--- src/rtl/cla_pipe_adder_pkg.sv ---
// Shared types and helpers for the pipelined carry-lookahead adder.
package cla_pipe_adder_pkg;

  // Supported block widths.
  localparam int unsigned CLA_BLK4 = 4;
  localparam int unsigned CLA_BLK8 = 8;

  // Per-block generate/propagate vectors, sized for the widest block. Narrower blocks
  // zero-extend into the low bits.
  typedef struct packed {
    logic [CLA_BLK8-1:0] g;
    logic [CLA_BLK8-1:0] p;
  } cla_gp_t;

  // Effective operand controls: whether b is inverted, and the carry fed into block 0.
  typedef struct packed {
    logic inv_b;
    logic cin;
  } cla_eff_t;

  // Subtraction is a + ~b + 1, so the external carry-in is ignored when sub is set.
  function automatic cla_eff_t cla_eff_ctl(input logic sub, input logic cin);
    cla_eff_t r;
    r.inv_b = sub;
    r.cin   = sub | cin;
    return r;
  endfunction

endpackage

--- src/rtl/cla_block.sv ---
// Combinational BLK-bit carry-lookahead block. Every internal carry is a flat
// sum-of-products of g, p and cin, so there is no ripple path inside the block.
module cla_block
  import cla_pipe_adder_pkg::*;
#(
  parameter int unsigned BLK = CLA_BLK8
) (
  input  logic [BLK-1:0] a,
  input  logic [BLK-1:0] b,
  input  logic           cin,
  output logic [BLK-1:0] s,
  output logic           cout,
  output logic           c_msb
);

  cla_gp_t        w_gp;
  logic [BLK:0]   w_c;
  logic           unused_gp;

  assign w_gp.g = CLA_BLK8'(a & b);
  assign w_gp.p = CLA_BLK8'(a ^ b);

  // The upper g/p bits are zero padding when BLK is 4.
  assign unused_gp = ^{w_gp.g, w_gp.p};

  // Lookahead carries: c[i+1] = g[i] | p[i]g[i-1] | ... | p[i]..p[0]cin.
  always_comb begin
    logic pp;
    w_c    = '0;
    w_c[0] = cin;
    for (int i = 0; i < BLK; i++) begin
      pp = 1'b1;
      for (int j = i; j >= 0; j--) begin
        w_c[i+1] = w_c[i+1] | (pp & w_gp.g[j]);
        pp       = pp & w_gp.p[j];
      end
      w_c[i+1] = w_c[i+1] | (pp & cin);
    end
  end

  assign s     = w_gp.p[BLK-1:0] ^ w_c[BLK-1:0];
  assign cout  = w_c[BLK];
  assign c_msb = w_c[BLK-1];

endmodule

--- src/rtl/cla_pipe_adder.sv ---
// Pipelined carry-lookahead adder/subtractor. Stage k adds block k and registers the
// partial sum plus the carry for block k+1; operands travel alongside so each block
// meets its carry in the right cycle. One global advance moves or freezes every stage.
module cla_pipe_adder
  import cla_pipe_adder_pkg::*;
#(
  parameter int unsigned WIDTH = 32,
  parameter int unsigned BLK   = CLA_BLK8,
  localparam int unsigned NSTG = WIDTH / BLK
) (
  input  logic             clk,
  input  logic             rst,
  input  logic             in_valid,
  output logic             in_ready,
  input  logic [WIDTH-1:0] a,
  input  logic [WIDTH-1:0] b,
  input  logic             cin,
  input  logic             sub,
  output logic             out_valid,
  input  logic             out_ready,
  output logic [WIDTH-1:0] s,
  output logic             cout,
  output logic             ovf,
  output logic             zero
);

  if ((WIDTH % BLK) != 0 || WIDTH < BLK || (BLK != CLA_BLK4 && BLK != CLA_BLK8)) begin : g_bad_cfg
    $error("cla_pipe_adder: WIDTH must be a non-zero multiple of BLK, and BLK must be 4 or 8");
  end

  cla_eff_t         w_eff;
  logic [WIDTH-1:0] w_b_eff;
  logic             w_adv;

  // Stage inputs: stage 0 reads the ports, stage k reads the registers of stage k-1.
  logic [WIDTH-1:0] w_a_in   [NSTG];
  logic [WIDTH-1:0] w_b_in   [NSTG];
  logic [WIDTH-1:0] w_sum_in [NSTG];
  logic [WIDTH-1:0] w_sum_nxt[NSTG];
  logic [NSTG-1:0]  w_c_in;
  logic [NSTG-1:0]  w_v_in;

  logic [BLK-1:0]   w_blk_s  [NSTG];
  logic [NSTG-1:0]  w_blk_co;
  logic [NSTG-1:0]  w_blk_cm;

  logic [WIDTH-1:0] r_sum    [NSTG];
  logic [WIDTH-1:0] r_a      [NSTG];
  logic [WIDTH-1:0] r_b      [NSTG];
  logic [NSTG-1:0]  r_c;
  logic [NSTG-1:0]  r_valid;
  logic             r_cmsb;

  logic             unused_tail;

  assign w_eff   = cla_eff_ctl(sub, cin);
  assign w_b_eff = b ^ {WIDTH{w_eff.inv_b}};

  // Whole pipe moves together; a held output freezes bubbles too, so in_ready tracks it.
  assign w_adv    = !r_valid[NSTG-1] || out_ready;
  assign in_ready = w_adv;

  for (genvar k = 0; k < NSTG; k++) begin : g_stg
    localparam logic [WIDTH-1:0] BlkMask = WIDTH'({BLK{1'b1}}) << (k * BLK);

    if (k == 0) begin : g_first
      assign w_a_in[k]   = a;
      assign w_b_in[k]   = w_b_eff;
      assign w_sum_in[k] = '0;
      assign w_c_in[k]   = w_eff.cin;
      assign w_v_in[k]   = in_valid;
    end else begin : g_next
      assign w_a_in[k]   = r_a[k-1];
      assign w_b_in[k]   = r_b[k-1];
      assign w_sum_in[k] = r_sum[k-1];
      assign w_c_in[k]   = r_c[k-1];
      assign w_v_in[k]   = r_valid[k-1];
    end

    cla_block #(
      .BLK(BLK)
    ) u_blk (
      .a    (w_a_in[k][k*BLK +: BLK]),
      .b    (w_b_in[k][k*BLK +: BLK]),
      .cin  (w_c_in[k]),
      .s    (w_blk_s[k]),
      .cout (w_blk_co[k]),
      .c_msb(w_blk_cm[k])
    );

    // Lower sum blocks pass through; this stage drops its own block into place.
    assign w_sum_nxt[k] = (w_sum_in[k] & ~BlkMask) | (WIDTH'(w_blk_s[k]) << (k * BLK));
  end

  // Pipeline registers: shift every stage on advance, hold everything otherwise.
  always_ff @(posedge clk) begin
    if (rst) begin
      r_valid <= '0;
      r_c     <= '0;
      r_cmsb  <= 1'b0;
      for (int k = 0; k < NSTG; k++) begin
        r_sum[k] <= '0;
        r_a[k]   <= '0;
        r_b[k]   <= '0;
      end
    end else if (w_adv) begin
      r_valid <= w_v_in;
      r_c     <= w_blk_co;
      r_cmsb  <= w_blk_cm[NSTG-1];
      for (int k = 0; k < NSTG; k++) begin
        r_sum[k] <= w_sum_nxt[k];
        r_a[k]   <= w_a_in[k];
        r_b[k]   <= w_b_in[k];
      end
    end
  end

  // Last stage's operand copies and the inner blocks' MSB carries have no consumer.
  assign unused_tail = ^{r_a[NSTG-1], r_b[NSTG-1], w_blk_cm};

  assign out_valid = r_valid[NSTG-1];
  assign s         = r_sum[NSTG-1];
  assign cout      = r_c[NSTG-1];
  assign ovf       = r_cmsb ^ r_c[NSTG-1];
  // Qualified by valid so the flag reads 0 out of reset and on bubbles.
  assign zero      = r_valid[NSTG-1] & ~|r_sum[NSTG-1];

endmodule

--- config.mk ---
export PLATFORM = sky130hd
export DESIGN_NAME = cla_pipe_adder
export DESIGN_NICKNAME = d
export VERILOG_FILES = /design/src/rtl/cla_pipe_adder_pkg.sv /design/src/rtl/cla_block.sv /design/src/rtl/cla_pipe_adder.sv
export SDC_FILE = /design/constraint.sdc
export NUM_CORES = 1
export LEC_CHECK = 0
export ABC_AREA = 1
export CELL_PAD_IN_SITES_DETAIL_PLACEMENT = 2
export CELL_PAD_IN_SITES_GLOBAL_PLACEMENT = 2
export CORE_MARGIN = 2
export CORE_UTILIZATION = 33
export DETAILED_ROUTE_END_ITERATION = 12
export HOLD_SLACK_MARGIN = 0.08
export PLACE_DENSITY_LB_ADDON = 0.1
export SLEW_MARGIN = 5
export SYNTH_ARGS = -nofsm -noshare
export SYNTH_HDL_FRONTEND = slang
export SYNTH_HIERARCHICAL = 1
export SYNTH_SLANG_ARGS = --single-unit
--- constraint.sdc ---
create_clock -name clk -period 8.01 [get_ports clk]
set_clock_uncertainty 0.05 [all_clocks]
set_input_delay 2.0025 -clock clk [delete_from_list [all_inputs] [get_ports clk]]
set_output_delay 2.0025 -clock clk [all_outputs]
set_load 0.05 [all_outputs]
* Word level (Yosys, flattened, before mapping)
Memory sizes are Yosys's and may differ from the RTL's.
Cells that the tools add are included.
** Word-level totals
- Bits in registers :: 9
- Memory bits (writable) :: 384
- Input port bits :: 70
- Output and inout port bits :: 37
- Logic and storage cells :: 458
- Memories kept :: 3
** Memories
- r_a :: depth 4, bits a word 32, rd ports 3, clocked after Yosys merged registers in 0, write ports 4, line cla_pipe_adder.sv:48 : logic [WIDTH-1:0] r_a [NSTG];
- r_b :: depth 4, bits a word 32, rd ports 3, clocked after Yosys merged registers in 0, write ports 4, line cla_pipe_adder.sv:49 : logic [WIDTH-1:0] r_b [NSTG];
- r_sum :: depth 4, bits a word 32, rd ports 4, clocked after Yosys merged registers in 0, write ports 4, line cla_pipe_adder.sv:47 : logic [WIDTH-1:0] r_sum [NSTG];
** Operators by class
- Mux-type cells :: 17
- Bitwise logic cells :: 431
- Reduce and logical (&&, ||, !) cells :: 4
** Operators with widths (number)
- two-way mux 32 bit :: 12
- bitwise AND 1 bit :: 257
- OR 1 bit :: 157
- bitwise XOR 8 bit :: 8
- bitwise AND 8 bit :: 4
- OR 24 x 32 -> 32 bit :: 1
- OR 32 x 16 -> 32 bit :: 1
- OR 32 x 24 -> 32 bit :: 1
- OR reduction 32 bit :: 1
- bitwise XOR 32 bit :: 1
- two-way mux 1 bit :: 5
- zero test 1 bit :: 2
- logical OR 1 bit :: 1
- bitwise XOR 1 bit :: 1

* Logic depth before layout (Yosys ltp)
An unclocked memory read counts as a cell.
- Depth after elaboration :: 13
- Depth in mapped cells :: 15
- Depth with buffers taken out :: 12

* Cells and area by module
The synthesis kept the hierarchy.
** By module, submodules not included
- cla_pipe_adder :: instances 1, cells each 630, area an instance 7450.9 um^2
- cla_block at g_stg[1].u_blk ... :: instances 3, cells each 75, area an instance 450.4 um^2
- cla_block at g_stg[0].u_blk :: instances 1, cells each 79, area an instance 465.4 um^2

* Worst setup path before layout
OpenSTA, ideal clock, no wires.
- Path type :: input -> register
- Start point :: input port out_ready
- End point :: memory r_a[0][10] (enable)
- Setup time :: 1.911 ns
- Arrival time :: 6.138 ns
- Data required time :: 6.049 ns
- Slack :: -0.090 ns
- Stages on the path :: 2
- Buffers on the path :: 0
- Cell sequence :: inv_1 > nand3_1
** RTL lines
- start: declaration :: line cla_pipe_adder.sv:20 : input logic out_ready,
- end: declaration :: line cla_pipe_adder.sv:48

* Worst setup path after layout
- Start point :: input port out_ready
- End point :: output port in_ready
** Between the ends
- Word-level cells in the longest chain between the ends :: 1
** Ends and longest elaborated chain
- logical OR 1 bit :: line cla_pipe_adder.sv:60 : assign w_adv = !r_valid[NSTG-1] || out_ready;
- end: declaration :: line cla_pipe_adder.sv:14 : output logic in_ready,
Every way passes these cells.

==> flow_metrics.py <==
metrics = {
    "finish": {
        "final_common_cell": "nor2_1",
        "antenna_cells": 0,
        "final_cell_mix": "nor2_1 (220), inv_1 (205), edfxtp_1 (176), clkdlybuf4s50_1 (105), nand2_1 (92)",
        "syn_to_final_growth_pct": 20.5,
        "layout-drive-gt1-share_pct": 6.33,
        "fin_nets": 1140,
    },
    "synthesis": {
        "avgSynthCellArea_sq_um": 9.92,
        "ys_seq_area_share_pct": 59.0,
        "ys_ff_latch": 185,
        "yosysTopAreaCellShare_pct": 57.0,
        "ys_types": 24,
        "ys_top_cells_by_area": "edfxtp_1 (57%), nor2_1 (8.9%), inv_1 (8.3%)",
        "yosys.area.top_type": "edfxtp_1",
        "synthCells": 934,
        "yosys_warnings": 6,
        "syn_nets": 1044,
        "synthesis.area_sq_mm": 0.00927,
    },
    "timing": {
        "fin_crit_ns": 5.67,
        "finalHoldViolCount": 0,
        "setup_viol": 0,
        "relSlewSlack_pct": 27.6,
        "fin_hold_ws_ns": 0.428,
        "drv_slew": 0,
        "rsz0062_at_grt": "no",
        "tightest_slew_ns": 1.09,
        "period_share_pct": 70.8,
        "final.setup.tns_ns": 0,
        "max_clock_freq_ghz": 0.176,
    },
    "die": {
        "boundaryPins": 107,
        "dieHeight_microns": 172,
        "rows": 61,
        "die_area_sq_mm": 0.0294,
        "coreArea_sq_mm": 0.0277,
        "start_util_pct": 33.5,
        "die_x_microns": 172,
    },
    "clocking": {
        "ctsResizeCount": 0,
        "holdBufCountCts": 0,
        "cts.sink_count": 185,
        "clockBufferDepth": 2,
        "clockRootBuffer": "clkbuf_16",
        "ctsHtreeMaxLevel": 4,
        "clk_latency_ns": 0.42,
        "cts_tree": "built",
        "clkSlewWorstSetupHoldPaths_ns": 0.07,
        "cts_setup_buffers": 0,
        "cts_made_buffers": 17,
    },
    "setup_path": {
        "critPathRequiredTime_ns": 5.96,
        "arrival_ns": 3.62,
        "r2r_start": "r_valid[3]",
        "critical_path_class": "input port to output port",
        "r2r_end": "r_a[0][31]",
        "end_kind": "output port",
        "setup.worst_path.end": "in_ready",
        "reg2regPathDepth": 3,
        "critical_path_peak_fanout": 9,
        "r2r_slack_ns": 5.86,
        "cp-start-kind": "input port",
        "startpoint": "out_ready",
    },
    "global_routing": {
        "grt_overflow": 0,
        "grt_max_degree": 179,
        "antenna_found_initial": 1,
        "grt_first_pass_wirelength_microns": 32600,
        "grt.total_usage_pct": 14.3,
        "grt_pass1_vias": 6571,
    },
    "route": {
        "ant_nets": 0,
        "wl_microns": 19900,
        "drtPass1Iterations": 4,
        "drtIter0Drc": 219,
        "vias_per_cell": 4.40,
        "drc_errors": 0,
        "route.vias.total": 6252,
        "wl_per_cell_microns": 14.0,
    },
    "hold_path": {
        "holdCritStartpoint": "r_valid[0]",
        "hp-class": "flop to flop",
    },
    "power": {
        "max-vdd-ir-drop_mv": 0.160,
        "cellPowerDensity_mw_per_mm2": 208,
        "p_leak_nw": 4.93,
    },
    "flow_run": {
        "cap_violations": 0,
    },
    "status": {
        "status": "complete, no violations",
    },
    "place": {
        "dp_hpwl_microns": 13500,
        "portBuffers": 106,
        "routabilityCongestion": 0.730,
    },
}
-- registers in the layout, indices dropped and copies added, names as in the netlist --
name	count
r_sum	80
r_a	48
r_b	48
r_c	4
r_valid	4
r_cmsb	1
-- final cells by class --
class / instances / area (sq um)
Clock buffer: 19 / 433
Tap cell: 378 / 473
Timing Repair Buffer: 108 / 1080
Clock inverter: 13 / 145
Sequential cell: 185 / 5470
Fill cell: 3008 / 16500
Multi-Input combinational cell: 510 / 2780
Inverter: 208 / 781
-- worst max-delay path, stage by stage --
cell and delay (ns):
clkdlybuf4s50_1 0.49, inv_1 0.10, nand2_4 0.16, clkdlybuf4s50_1 0.86
-- logic make-up after synthesis --
| kind of cell | count (synthesis) | synth area share, % |
|---|---|---|
| simple gates | 392 | 17.5 |
| buf+inv | 239 | 11.3 |
| flops | 185 | 59.0 |
| compound gates | 29 | 1.92 |
| fa+ha+maj | 40 | 5.72 |
| xor+xnor | 49 | 4.63 |
-- where the power goes --
group          switching [W]  leakage [nW]  internal, W
Clock               0.000373         0.278     0.000464
Sequential         0.0000259          2.17      0.00113
Combinational       0.000193          2.48     0.000129
-- worst min-delay path by stage --
stage | end | slack (ns) | cells after the start
4_1_cts | r_valid[1] | 0.43 | 2
3_3_place_gp | r_valid[3] | 0.40 | 2
6_report | r_valid[1] | 0.43 | 2
2_1_floorplan | r_valid[3] | 0.38 | 2
5_1_grt | r_valid[1] | 0.47 | 2
3_5_place_dp | r_valid[1] | 0.42 | 2
-- through the flow --
step / worst slack, ns / instance area, sq um / total power, W / utilization (%) / instances
6_report: 2.34 / 11200 / 0.00232 / 40.3 / 1421
5_1_grt: 2.28 / 11200 / 0.00244 / 40.3 / 1421
4_1_cts: 2.32 / 11200 / 0.00236 / 40.3 / 1421
3_5_place_dp: 2.32 / 10600 / 0.00151 / 38.2 / 1389
3_3_place_gp: 2.32 / 10600 / 0.00150 / 38.2 / 1389
2_1_floorplan: 2.26 / 9270 / 0.00140 / - / 934
-- synth_stat cells (all sizes together) --
library cell,n
a21oi,17
buf,31
dfxtp,9
edfxtp,176
fa,4
ha,36
inv,208
nand2,114
nand3,41
nand4,12
nor2,220
nor3,4
o21a,4
o21ai,6
o22ai,2
or2,1
xnor2,25
xor2,24
-- layer usage --
metal / wire, microns / vias to the layer above / track usage, %
met5: 12 / - / 0
met1: 8680 / 3083 / 17.1
met4: 191 / 2 / 3.91
met2: 10500 / 69 / 25.9
met3: 515 / 12 / 2.97
li1: - / 3086 / -
Note: power is estimated with default switching activity, not from simulation.
